`src/rtl/psum_binarizer.sv`:
```
// -----------------------------------------------------------------------------
// psum_binarizer
//
// Sits at the output end of the PE-row chain. It sums PASSES signed partial
// sums per output in a saturating accumulator and compares each finished sum
// against a programmable threshold. Nine binary results are packed MSB-first
// into a 9-bit activation word, which is offered downstream on a valid/ready
// handshake. The word has the same format a PE row takes on activation_in.
//
// Ports
//   clk_in          clock, all logic on the rising edge
//   rst_in          synchronous active-high reset
//   psum_valid_in   psum_in carries a value this cycle
//   psum_in         signed partial sum (WIDTH bits)
//   psum_ready_out  block accepts psum_in this cycle
//   thr_load_in     load thr_in into the threshold register
//   thr_in          signed threshold (ACC_WIDTH bits)
//   act_out         packed binary activations, first result in bit 8
//   act_valid_out   act_out holds a complete word
//   act_ready_in    downstream takes act_out this cycle
// -----------------------------------------------------------------------------
module psum_binarizer #(
    parameter int WIDTH     = 14,
    parameter int ACC_WIDTH = 16,
    parameter int PASSES    = 4
) (
    input  logic                        clk_in,
    input  logic                        rst_in,
    input  logic                        psum_valid_in,
    input  logic signed [WIDTH-1:0]     psum_in,
    output logic                        psum_ready_out,
    input  logic                        thr_load_in,
    input  logic signed [ACC_WIDTH-1:0] thr_in,
    output logic [8:0]                  act_out,
    output logic                        act_valid_out,
    input  logic                        act_ready_in
);

    localparam int PW = (PASSES > 1) ? $clog2(PASSES) : 1;
    localparam logic [PW-1:0] LAST_PASS = PW'(PASSES - 1);
    localparam logic [3:0]    LAST_BIT  = 4'd8;

    localparam logic signed [ACC_WIDTH-1:0] ACC_MAX = {1'b0, {(ACC_WIDTH-1){1'b1}}};
    localparam logic signed [ACC_WIDTH-1:0] ACC_MIN = {1'b1, {(ACC_WIDTH-1){1'b0}}};

    // Clamp a one-bit-wider sum back into the accumulator range. The two top
    // bits differ only when the addition left the representable range.
    function automatic logic signed [ACC_WIDTH-1:0] sat_acc(
        input logic signed [ACC_WIDTH:0] v
    );
        if (v[ACC_WIDTH] != v[ACC_WIDTH-1]) begin
            return v[ACC_WIDTH] ? ACC_MIN : ACC_MAX;
        end
        return v[ACC_WIDTH-1:0];
    endfunction

    // State
    logic [PW-1:0]               pass_cnt_q, pass_cnt_d;
    logic [3:0]                  bit_cnt_q,  bit_cnt_d;
    logic signed [ACC_WIDTH-1:0] acc_q,      acc_d;
    logic signed [ACC_WIDTH-1:0] thr_q,      thr_d;
    // Bit 0 of a word is never stored here: it goes straight to the output
    // register together with bits 8..1.
    logic [8:1]                  pack_q,     pack_d;
    logic [8:0]                  out_q,      out_d;
    logic                        vld_q,      vld_d;

    // Datapath
    logic                        accept;
    logic                        last_pass;
    logic                        last_bit;
    logic                        word_done;
    logic signed [ACC_WIDTH:0]   acc_base;
    logic signed [ACC_WIDTH:0]   psum_ext;
    logic signed [ACC_WIDTH:0]   sum_wide;
    logic signed [ACC_WIDTH-1:0] sum_sat;
    logic                        bin_bit;
    logic [8:0]                  new_word;

    assign last_pass = (pass_cnt_q == LAST_PASS);
    assign last_bit  = (bit_cnt_q == LAST_BIT);

    // Only the psum that would complete a word is held back while the output
    // register is still occupied and not being drained this cycle.
    assign psum_ready_out = !(vld_q && !act_ready_in && last_pass && last_bit);
    assign accept         = psum_valid_in && psum_ready_out;
    assign word_done      = accept && last_pass && last_bit;

    always_comb begin
        // The first pass of a group starts from zero rather than the stale sum.
        acc_base = (pass_cnt_q == '0) ? '0 : {acc_q[ACC_WIDTH-1], acc_q};
        psum_ext = {{(ACC_WIDTH+1-WIDTH){psum_in[WIDTH-1]}}, psum_in};
        sum_wide = acc_base + psum_ext;
        sum_sat  = sat_acc(sum_wide);
        bin_bit  = (sum_sat >= thr_q);
        new_word = {pack_q, bin_bit};
    end

    always_comb begin
        pass_cnt_d = pass_cnt_q;
        bit_cnt_d  = bit_cnt_q;
        acc_d      = acc_q;
        pack_d     = pack_q;
        out_d      = out_q;
        vld_d      = vld_q;

        if (accept) begin
            acc_d      = sum_sat;
            pass_cnt_d = last_pass ? '0 : pass_cnt_q + 1'b1;
            if (last_pass) begin
                bit_cnt_d = last_bit ? 4'd0 : bit_cnt_q + 4'd1;
                if (last_bit) begin
                    pack_d = '0;
                end else begin
                    pack_d[4'd8 - bit_cnt_q] = bin_bit;
                end
            end
        end

        // A completing word wins over a transfer: the register reloads and
        // valid stays high, so back-to-back words have no bubble.
        if (word_done) begin
            out_d = new_word;
            vld_d = 1'b1;
        end else if (vld_q && act_ready_in) begin
            vld_d = 1'b0;
        end

        // A compare in the load cycle still sees the old threshold.
        thr_d = thr_load_in ? thr_in : thr_q;
    end

    always_ff @(posedge clk_in) begin
        if (rst_in) begin
            pass_cnt_q <= '0;
            bit_cnt_q  <= '0;
            acc_q      <= '0;
            thr_q      <= '0;
            pack_q     <= '0;
            out_q      <= '0;
            vld_q      <= 1'b0;
        end else begin
            pass_cnt_q <= pass_cnt_d;
            bit_cnt_q  <= bit_cnt_d;
            acc_q      <= acc_d;
            thr_q      <= thr_d;
            pack_q     <= pack_d;
            out_q      <= out_d;
            vld_q      <= vld_d;
        end
    end

    assign act_out       = out_q;
    assign act_valid_out = vld_q;

endmodule

```
`config.mk`:
```
export PLATFORM = sky130hd
export DESIGN_NAME = psum_binarizer
export DESIGN_NICKNAME = d
export VERILOG_FILES = /design/src/rtl/psum_binarizer.sv
export SDC_FILE = /design/constraint.sdc
export NUM_CORES = 1
export LEC_CHECK = 0
export CORE_ASPECT_RATIO = 1.25
export CORE_MARGIN = 1.5
export CORE_UTILIZATION = 30
export CTS_BUF_LIST = sky130_fd_sc_hd__clkbuf_16
export CTS_CLUSTER_SIZE = 10
export DETAILED_ROUTE_END_ITERATION = 6
export GPL_ROUTABILITY_DRIVEN = 1
export HOLD_SLACK_MARGIN = 0.08
export PLACE_DENSITY = 0.57
export SLEW_MARGIN = 25
export SYNTH_ARGS = -nofsm -noshare
export SYNTH_HDL_FRONTEND = slang
export SYNTH_SLANG_ARGS = --single-unit
```
`constraint.sdc`:
```
create_clock -name clk_in -period 12.6 [get_ports clk_in]
set_clock_uncertainty 0.1 [all_clocks]
set_input_delay 2.52 -clock clk_in [delete_from_list [all_inputs] [get_ports clk_in]]
set_output_delay 2.52 -clock clk_in [all_outputs]
set_load 0.05 [all_outputs]
```
* After elaboration in Yosys (flattened, before gate mapping)
Cells that the tools add are included.
** Operators by class
- Add/subtract/negate cells :: 4
- Multipliers :: 0
- Divide/modulo/power cells :: 0
- Magnitude comparators :: 3
- Equal/unequal tests :: 3
- Shifts and indexed selects :: 0
- Multiplexer cells :: 13
- Bitwise logic cells :: 0
- Reductions and logical operators :: 13
** Operators with widths (count)
- 16-bit 2-to-1 mux :: 3
- 17-bit by 14-bit adder with 17-bit output :: 1
- 17-bit 2-to-1 mux :: 1
- 16-bit greater-or-equal comparator :: 1
- 8-bit bitwise mux :: 1
- 1-bit logical AND :: 8
- 8-bit 2-to-1 mux :: 1
- 4-bit by 5-bit less-than comparator with 1-bit output, second input constant :: 1
- 4-bit by 1-bit adder with 4-bit output, second input constant :: 1
- 1-bit demux with 4-bit select :: 1
- 4-bit == test, second input constant :: 1
- 4-bit by 1-bit greater-or-equal comparator with 1-bit output, second input constant :: 1
- 1-bit 2-to-1 mux :: 4
- 4-bit 2-to-1 mux :: 1
- 4-bit subtractor, first input constant :: 1
- 2-bit by 1-bit adder with 2-bit output, second input constant :: 1
- 2-bit == test, second input constant :: 1
- 1-bit zero test :: 2
- 2-bit zero test :: 1
- 2-bit 2-to-1 mux :: 1
- 2-bit AND reduction :: 1
- 2-bit nonzero test :: 1
- 1-bit != test :: 1
** Storage, ports and cells
- Register bits :: 56
- Latch bits :: 0
- Memory bits (writable) :: 0
- ROM bits :: 0
- Output and inout port bits :: 11
- Logic and storage cells :: 43
- Memories kept :: 0

* Depth between registers and ports, before layout
Gate-level depths: netlist of run 1.
- Depth in word-level cells :: 9
- Mapped depth :: 22

* Worst setup path before layout of run 1
Ideal clock, no wire load.
- Path kind :: input-to-reg
- Start :: in psum_in[0]
- End :: reg out_q[0], in the netlist act_out[0]
- Data arrival time :: 6014 ps
- Required time :: 12363 ps
- Path slack :: 6349 ps
- Stages on the path :: 18
- Buffers on the path :: 2
- Path through :: ha_1 fa_1 a21o_1 a221oi_2 o31a_1 o2111ai_1 a21boi_4 buf_4 maj3_2 ha_1 a21o_1 a21o_1 a21oi_1 o2111ai_1 o21ai_0 o41a_1 clkbuf_1 a211oi_1
** On the way
- Cells in the longest elaborated chain, start to end :: 5
- Elaborated cells on any way between the ends :: 7
- Those cells by class :: add/sub (1); order compare (1); eq/ne (1); mux (4)
** Ends and longest elaborated chain
- start: declaration :: line 30 : input logic signed [WIDTH-1:0] psum_in,
- 17-bit by 14-bit adder with 17-bit output (*) :: line 93 : sum_wide = acc_base + psum_ext;
- 16-bit 2-to-1 mux or 1-bit != test (tied branches) :: line 52, 51
- 16-bit 2-to-1 mux or 1-bit 2-to-1 mux (tied branches) :: line 51 : if (v[ACC_WIDTH] != v[ACC_WIDTH-1]) begin
- 16-bit 2-to-1 mux (*) :: line 54 : return v[ACC_WIDTH-1:0];
- net sum_sat[9] :: line 76 : logic signed [ACC_WIDTH-1:0] sum_sat;
- 16-bit greater-or-equal comparator (*) :: line 95 : bin_bit = (sum_sat >= thr_q);
- end signal: assignment :: line 148 : out_q <= out_d;
- end: declaration :: line 65 : logic [8:0] out_q, out_d;
The timed path passes the listed nets; every way through them passes the cells marked *. The select of a mux whose other input is x is not followed.
A chain may end at the register's enable or synchronous reset.

* Worst setup path in the final report of run 1
- Start :: in psum_in[5]
- End :: reg pack_q[7] (netlist bit)
** On the way
- Cells in the longest elaborated chain, start to end :: 7
- Elaborated cells on any way between the ends :: 9
- Those cells by class :: add/sub (1); order compare (1); eq/ne (1); mux (6)
** Ends and longest elaborated chain
- 17-bit by 14-bit adder with 17-bit output (*) :: line 93
- 16-bit 2-to-1 mux or 1-bit != test (tied branches) :: line 52, 51
- 16-bit 2-to-1 mux or 1-bit 2-to-1 mux (tied branches) :: line 51
- 16-bit 2-to-1 mux (*) :: line 54
- net sum_sat[15] :: line 76
- 16-bit greater-or-equal comparator (*) :: line 95
- 8-bit bitwise mux (*) :: line 115 : pack_d[4'd8 - bit_cnt_q] = bin_bit;
- 8-bit 2-to-1 mux (*) :: line 112 : if (last_bit) begin
- end signal: assignment :: line 147 : pack_q <= pack_d;
- end: declaration :: line 64 : logic [8:1] pack_q, pack_d;
Marks and branches as above.

==> results of run 1 <==
==> metal layers <==
layer,track usage [%],share of wire [%],vias up
met2,22.3,47,45
met1,16.7,46,1406
met4,5.96,3.2,0
met3,2.52,3.2,14
met5,0,0,-
li1,-,-,1586
==> power by group through the flow <==
stage	sequential, mW	combinational [mW]	clock, mW
2_1_floorplan	0.193	0.101	0
3_3_place_gp	0.194	0.133	0
3_5_place_dp	0.195	0.136	0
4_1_cts	0.190	0.137	0.146
5_1_grt	0.191	0.153	0.153
6_report	0.190	0.135	0.141
==> layout make-up <==
cell class	count	area (um2)
timing repair buffer	46	458
inverter	26	97.6
multi-input combinational	334	2380
fill	1238	7640
clock inverter	3	21.3
sequential	56	1120
tap	164	205
clock buffer	5	125
==> state kept, by name, indices dropped and copies added (netlist names) <==
name	cells
pass_cnt_q	2
bit_cnt_q	4
act_out	9
thr_q	16
act_valid_out	1
pack_q	8
acc_q	16
==> metrics by stage <==
| stage | setup slack (ps) | hold slack, ps |
|---|---|---|
| 6_report | 5680 | 359 |
| 5_1_grt | 5370 | 383 |
| 4_1_cts | 5640 | 361 |
| 3_5_place_dp | 5330 | 346 |
| 3_3_place_gp | 5390 | 349 |
| 2_1_floorplan | 6350 | 332 |
==> placed cells by master (no fill, tap or decap), types with 9 or more instances in the layout <==
| cell | synthesis | final |
|---|---|---|
| a211oi_1 | 12 | 12 |
| a21o_1 | 9 | 9 |
| a21oi_1 | 24 | 24 |
| and3_1 | 11 | 11 |
| clkdlybuf4s50_1 | 0 | 45 |
| dfxtp_1 | 56 | 56 |
| ha_1 | 39 | 39 |
| inv_1 | 25 | 25 |
| maj3_2 | 10 | 10 |
| mux2i_1 | 18 | 18 |
| nand2_1 | 32 | 32 |
| nor2_1 | 65 | 65 |
| nor2b_1 | 18 | 18 |
| o21a_1 | 13 | 13 |
| o21ai_0 | 12 | 12 |
| xor2_1 | 10 | 10 |
==> tightest hold or removal path, delay by kind of cell (launching register included) <==
kind               cells  cell delay (ps)
DFF                    1              310
and+or+nand+nor        1               50
AOI/OAI and AO/OA      1               50
==> final timing paths <==
check	cells past startpoint	to
setup / recovery	17	pack_q[7]
hold reg to reg	2	act_out[4]
setup reg to reg	19	pack_q[7]
hold / removal	2	act_out[4]
==> cell families after synthesis <==
group / count (synthesis) / share of synthesized area, %
simple gates: 151 / 19.1
flops: 56 / 30.4
buf+inv: 50 / 5.46
mux: 18 / 4.88
fa+ha+maj: 54 / 17.9
compound gates: 93 / 18.0
xor+xnor: 18 / 4.27
==> summary.md, run 1 <==
| Metric | Value |
|---|---|
| Main flop type after synthesis | dfxtp_1 |
| Post-synthesis sequential area ratio | 30.4% |
| GP Congestion | 0.821 |
| Register bit total from synthesis | 56 |
| Postcts setup bufs | 0 |
| DP Area | 0.00426 mm2 |
| Hold_buf cts | 0 |
| Dominant cell type by area after synthesis | dfxtp_1 |
| IO Count | 46 |
| DPL Wire Length | 6320 um |
| Top Family by Delay on Critical Path | compound AO/OA/AOI/OAI gates |
| Slew @ Worst Pin | 926 ps |
| Ys Warns | 0 |
| Area growth from synthesis to layout | 19.3% |
| Iteration-0 DRC count of the detailed router | 116 |
| Clk pwr share | 30.2% |
| Vias in the first global route | 2992 |
| Synth cell count leaders | nor2_1 (65), dfxtp_1 (56), ha_1 (39) |
| FFs w/ async S/R, synth | 0% |
| Finished Core Util | 36.6% |
| Largest net degree at the start of global routing | 47 |
| FMAX | 145 MHz |
| CP most frequent cell | ha_1 |
| CTS tree | built |
| Syn nets | 515 |
| Unrepaired setup endpoints after global routing | no |
| Router iterations before antenna repair | 4 |
| Placed insts | 626 |
| Slew HR | 38.0% |
| CORE AREA | 0.0120 mm2 |
| Post-Syn Area | 0.00369 mm2 |
| Cells after Synth | 440 |
| Worst-path maximum fanout | 15 |
| Count of cell types in the netlist | 50 |
| Final period util | 54.9% |
| CP Capture Type | flop |
| Starting density of the core | 30.6% |
| CTS Buffer Depth | 2 |
| Reg power frac | 40.8% |
| Comb pwr share | 29.0% |
| Layout cells sized above 1 | 6.38% |
| Gr ovfl total | 0 |
| Final instance area | 0.00441 mm2 |
| Die area | 0.0130 mm2 |
| Crit. Startpoint | psum_in[5] |
| Nets | 544 |
| # clock sinks | 56 |
| Final setup fails | 0 |
| N_diodes | 0 |
| Leading post-synthesis cells by cell area | dfxtp_1 (30%), ha_1 (13%), nor2_1 (6.6%), mux2i_1 (4.9%), a21oi_1 (3.3%) |
| Final Hold Fails | 0 |
| Count leader, synth | nor2_1 |
| Worst-path cell chain | clkdlybuf4s50_1, ha_1, and3_1, a221oi_2, o31a_1, o2111ai_1, a21boi_4, inv_2, maj3_2, ha_1, nand2b_1, a21o_1, a21oi_1, o21ai_0, a311oi_1, o41a_1, a211oi_1 |
| CTS Root Cell | clkbuf_16 |
| Row count | 45 |
| WL per Instance | 13.0 um |
| Status | complete, no violations |
| Overall Global Routing Usage | 13.4% |
| Max-Cap Viols | 0 |
| CTS clk-pin slew, worst paths | 70 ps |
| Total negative slack | 0 ps |
| Yosys top cell area share | 30.4% |
| Worst EP arrival | 6980 ps |
| Die X | 102 um |
| Final WL | 8270 um |
| Kind of critical path | primary input to flop |
| Maximum VDD drop | 0.0000631 V |
| Via density per instance | 4.81 |
| Via count | 3051 |
| Die Ht | 127 um |
| Leak | 1.81 nW |
| First-pass GRT wire length | 13800 um |
| Power per cell area | 106 mW/mm2 |
| Period minus WS final | 6920 ps |
| Slowest stage delay, CP | 500 ps |
| Worst hold path class | flop to flop |
| Hold path start | act_out[4] |
| Antenna-violating nets left | 0 |
| Internal | 323 uW |
| R2R Path Start | pass_cnt_q[0] |
| Drc violations | 0 |
| CTS-repair resized insts | 0 |
| Slowest cell on crit path | a21boi_4 |
| Worst Path Required | 12660 ps |
| Antenna violations before repair | 0 |
| EDFF count, synth | 0 |
| H-tree depth | 2 |
| Port Buf Inserts | 45 |
| Mapped Avg Cell Area | 8.39 um2 |
| Clk_lat worst skew | 300 ps |
| CTS Buf Count | 5 |
| Sw Ratio | 30.7% |
| Critical path startpoint category | primary input |
| Crit path buffers/inverters | 2 |
| Switching Power | 143 uW |
| Overall Power | 466 uW |
| Non-Filler Instances | 634 |
| Reg-to-reg slack, setup | 7310 ps |
| Final Slew Violations | 0 |
Note: power is estimated with default switching activity, not from simulation.
==> run 2, diff against run 1 <==
- clock period: 12.6 -> 7.06 ns (I/O delays scaled with it)
==> run 2 against run 1 <==
Cell area unchanged; routed wire length about the same; sequential share of layout area unchanged; critical endpoint is now pack_q[6].
==> summary.md, run 2 (synthesized netlist as in run 1, its figures left out) <==
| Metric | Value |
|---|---|
| Drc violations | 0 |
| Final Slew Violations | 0 |
| Worst EP arrival | 5870 ps |
| Worst-path maximum fanout | 15 |
| CTS Root Cell | clkbuf_16 |
| Hold_buf cts | 0 |
| Die area | 0.0130 mm2 |
| Hold path start | act_out[3] |
| Crit. Startpoint | psum_in[0] |
| Maximum VDD drop | 0.0000887 V |
| Postcts setup bufs | 0 |
| FMAX | 172 MHz |
| GRT met1 Usage | 18.0% |
| Power per cell area | 189 mW/mm2 |
| Area growth from synthesis to layout | 19.3% |
| Met2 Usage GRT | 23.2% |
| H-tree depth | 2 |
| CP Capture Type | flop |
| CTS-repair resized insts | 0 |
| CTS clk-pin slew, worst paths | 80 ps |
| Vias in the first global route | 3023 |
| GRT met3 Usage | 2.02% |
| Overall Global Routing Usage | 13.8% |
| Starting density of the core | 30.6% |
| CTS Buf Count | 5 |
| Critical path startpoint category | primary input |
| Comb pwr share | 29.0% |
| CTS tree | built |
| Commonest non-fill, non-tap cell in the layout | nor2_1 |
| Kind of critical path | primary input to flop |
| R2R Path Start | pass_cnt_q[0] |
| Sw Ratio | 30.8% |
| IO Count | 46 |
| Switching Power | 256 uW |
| Internal | 576 uW |
| Final setup fails | 0 |
| Period minus WS final | 5800 ps |
| Leak | 1.81 nW |
| First-pass GRT wire length | 14300 um |
| Final period util | 82.2% |
| Port Buf Inserts | 45 |
| Worst Path Required | 7130 ps |
| Via density per instance | 4.79 |
| CORE AREA | 0.0120 mm2 |
| Max-Cap Viols | 0 |
| Slew HR | 35.6% |
| Most Crowded Layer GR | met2 |
| Slew @ Worst Pin | 963 ps |
| Worst hold path class | flop to flop |
| Final WL | 8280 um |
| # clock sinks | 56 |
| Layout cells sized above 1 | 6.38% |
| Placed insts | 626 |
| Non-Filler Instances | 634 |
| Router iterations before antenna repair | 4 |
| Clk_lat worst skew | 300 ps |
| Unrepaired setup endpoints after global routing | no |
| Total negative slack | 0 ps |
| Most frequent cells in the layout | nor2_1 (65), dfxtp_1 (56), clkdlybuf4s50_1 (45) |
| Antenna-violating nets left | 0 |
| Status | complete, no violations |
| Gr ovfl total | 0 |
| DPL Wire Length | 6310 um |
| Via count | 3040 |
| Antenna violations before repair | 0 |
| WL per Instance | 13.1 um |
| Largest net degree at the start of global routing | 47 |
| N_diodes | 0 |
| Nets | 544 |
| Row count | 45 |
| Final Hold Fails | 0 |
| Iteration-0 DRC count of the detailed router | 123 |
| Die X | 102 um |
| Layout fillers | 1278 |
| Reg power frac | 40.8% |
| GP Congestion | 0.829 |
| Clk pwr share | 30.2% |
| CTS Buffer Depth | 2 |
| Die Ht | 127 um |
-- run 2: area by class of cell --
type / instances / area [um2] / share of cell area [%]
multi-input combinational: 334 / 2380 / 54.0
sequential: 56 / 1120 / 25.4
timing repair buffer: 46 / 458 / 10.4
tap: 164 / 205 / 4.66
clock buffer: 5 / 125 / 2.84
inverter: 26 / 97.6 / 2.22
clock inverter: 3 / 21.3 / 0.483
-- run 2: worst max-delay path: stages --
cell             delay, ps
clkdlybuf4s50_1        490
ha_1                   220
fa_1                   240
a21o_1                 160
a221oi_2               110
o31a_1                 340
o2111ai_1              200
a21boi_4               490
inv_2                  130
maj3_2                 360
ha_1                   270
nand2b_1               140
a21o_1                 170
a21oi_1                150
o21ai_0                100
a311oi_1               300
o41a_1                 440
a211oi_1               140
-- run 2: metal layers --
layer / routed length (um) / up-vias
li1: - / 1580
met3: 194 / 8
met4: 124 / 0
met5: 0 / -
met1: 3960 / 1421
met2: 4000 / 31
-- run 2: path summary, 6_finish.rpt --
kind	cells past startpoint	slack, ps	to
min	2	360	act_out[3]
max	18	1260	pack_q[6]
max reg2reg	19	1750	pack_q[6]
min reg2reg	2	360	act_out[3]
-- run 2: power by group through the flow --
stage / Clock (mW) / Combinational (mW) / Sequential [mW]
floorplan: 0 / 0.181 / 0.345
CTS: 0.261 / 0.244 / 0.340
detailed placement: 0 / 0.242 / 0.347
finish: 0.252 / 0.241 / 0.340
global route: 0.274 / 0.276 / 0.342
global placement: 0 / 0.237 / 0.347
-- run 2: metrics by stage --
| step | total power, mW | setup WS (ps) | instance area (um2) | hold WS (ps) | utilization [%] |
|---|---|---|---|---|---|
| floorplan | 0.526 | 1920 | 3690 | 332 | - |
| global placement | 0.584 | 970 | 4250 | 350 | 35.3 |
| detailed placement | 0.589 | 892 | 4260 | 351 | 35.3 |
| CTS | 0.845 | 1190 | 4410 | 362 | 36.6 |
| global route | 0.892 | 833 | 4410 | 388 | 36.6 |
| finish | 0.833 | 1260 | 4410 | 360 | 36.6 |
==> run 3, diff against run 2 <==
- clock period: 7.06 -> 5.6 ns (I/O delays scaled with it)
==> run 3 against run 2 <==
Combinational power is 34% higher; via count is 1.5% higher; final cell count is 1.1% higher; sequential share of layout area is 0.36 points lower; routed wire length is 0.11% lower; count of clock-buffer cells in the layout stayed put.
==> summary.md, run 3 (synthesized netlist as in run 1, its figures left out) <==
| Metric | Value |
|---|---|
| Most frequent cells in the layout | nor2_1 (65), dfxtp_1 (56), clkdlybuf4s50_1 (45) |
| Antenna-violating nets left | 0 |
| Worst hold path class | flop to flop |
| N_diodes | 0 |
| CORE AREA | 0.0120 mm2 |
| R2r endpoint | pack_q[7] |
| CTS clk-pin slew, worst paths | 70 ps |
| H-tree depth | 2 |
| Final setup fails | 0 |
| Layout cells sized above 1 | 7.55% |
| Worst-path maximum fanout | 11 |
| Finished Core Util | 37.1% |
| Vias in the first global route | 3044 |
| Period minus WS final | 5310 ps |
| Final WL | 8270 um |
| Maximum VDD drop | 0.000111 V |
| CTS Buffer Depth | 2 |
| Crit. Startpoint | psum_in[0] |
| FMAX | 188 MHz |
| Area growth from synthesis to layout | 21.0% |
| Overall Power | 1.06 mW |
| CTS Buf Count | 5 |
| Power per cell area | 238 mW/mm2 |
| CTS Root Cell | clkbuf_16 |
| Pre-CTS setup slack | -145 ps |
| Commonest non-fill, non-tap cell in the layout | nor2_1 |
| Drc violations | 0 |
| Clk_lat worst skew | 300 ps |
| DP Area | 0.00430 mm2 |
| Via density per instance | 4.82 |
| Largest net degree at the start of global routing | 47 |
| CP most frequent cell | ha_1 |
| Final Hold Fails | 0 |
| Final instance area | 0.00447 mm2 |
| Kind of critical path | primary input to flop |
| Setup ws final | 289 ps |
| IO Count | 46 |
| Overall Global Routing Usage | 13.5% |
| Slew @ Worst Pin | 939 ps |
| Worst EP arrival | 5410 ps |
| Slowest stage delay, CP | 440 ps |
| R2R Path Start | pass_cnt_q[0] |
| CTS tree | built |
| Status | complete, no violations |
| Row count | 45 |
| Die Ht | 127 um |
| Total negative slack | 0 ps |
| Worst-path cell chain | clkdlybuf4s50_1, ha_1, fa_1, a21o_1, a221oi_2, o31a_1, o2111ai_1, a21boi_4, buf_4, maj3_2, ha_1, a21oi_1, o21ai_0, a311oi_1, o41a_1, buf_12, a211oi_1 |
| WHS | 357 ps |
| Non-Filler Instances | 641 |
| Slew HR | 37.2% |
| Starting density of the core | 30.6% |
| Hold depth | 2 |
| R2r worst-path depth | 19 |
| Iteration-0 DRC count of the detailed router | 108 |
| DPL Wire Length | 6370 um |
| Final period util | 94.8% |
| Slowest cell on crit path | clkdlybuf4s50_1 |
| Die area | 0.0130 mm2 |
| Hold Crit Endpoint | act_out[5] |
| Placed insts | 632 |
| GP Congestion | 0.852 |
| # clock sinks | 56 |
| Port Buf Inserts | 45 |
| First-pass GRT wire length | 14000 um |
| Max-Cap Viols | 0 |
| Nets | 551 |
| Unrepaired setup endpoints after global routing | no |
| Gr ovfl total | 0 |
| Leak | 1.84 nW |
| CP Capture Type | flop |
| Final Slew Violations | 0 |
| Antenna violations before repair | 0 |
| Worst Path Required | 5700 ps |
| Router iterations before antenna repair | 4 |
| Via count | 3087 |
| Critical path startpoint category | primary input |
| Die X | 102 um |
| Hold path start | act_out[5] |
| WL per Instance | 12.9 um |
| Reg-to-reg slack, setup | 520 ps |
-- run 3: cell count changes in the layout (fill, tap and decap cells not counted), sizes merged --
cell,change
clkinvlp,+1
buf,+7
inv,-1
-- run 3: final cells by class --
cell class | instances | area (um2)
Timing Repair Buffer | 53 | 523
Clock inverter | 3 | 18.8
Inverter | 26 | 97.6
Multi-Input combinational cell | 334 | 2380
Tap cell | 164 | 205
Clock buffer | 5 | 125
Sequential cell | 56 | 1120
Fill cell | 1277 | 7580
-- run 3: what timing repair did --
item	4_1_cts	5_1_grt
endpoints found under the hold margin	0	0
buffers inserted	0	1
gates resized for setup	0	1
hold buffers	0	0
endpoints found under the setup margin	0	9
-- run 3: critical path: cells and delay by family --
family | cells | cell delay (ps)
buffers and inverters | 3 | 780
adder cells (fa/ha/maj) | 4 | 1290
AO/OA/AOI/OAI | 10 | 2190
-- run 3: worst max path at each step --
stage / endpoint / slack (ps)
final: pack_q[7] / 290
after global routing: pack_q[7] / 10
after CTS: pack_q[7] / 150
after detailed placement: pack_q[6] / -150
after global placement: pack_q[2] / -60
after floorplan: act_out[0] / 750
-- run 3: power by group --
part / switching, mW / leakage, nW / internal, mW
Sequential: 0.00942 / 0.459 / 0.418
Combinational: 0.167 / 1.32 / 0.155
Clock: 0.147 / 0.0635 / 0.165
Total: 0.324 / 1.84 / 0.738
-- run 3: layer usage --
| metal | vias to the layer above | wire length (um) | GRT usage, % |
|---|---|---|---|
| met5 | - | 0 | 0 |
| met4 | 0 | 152 | 4.75 |
| met3 | 10 | 224 | 1.97 |
| met2 | 49 | 3890 | 23.2 |
| met1 | 1436 | 4000 | 17.1 |
| li1 | 1592 | - | - |
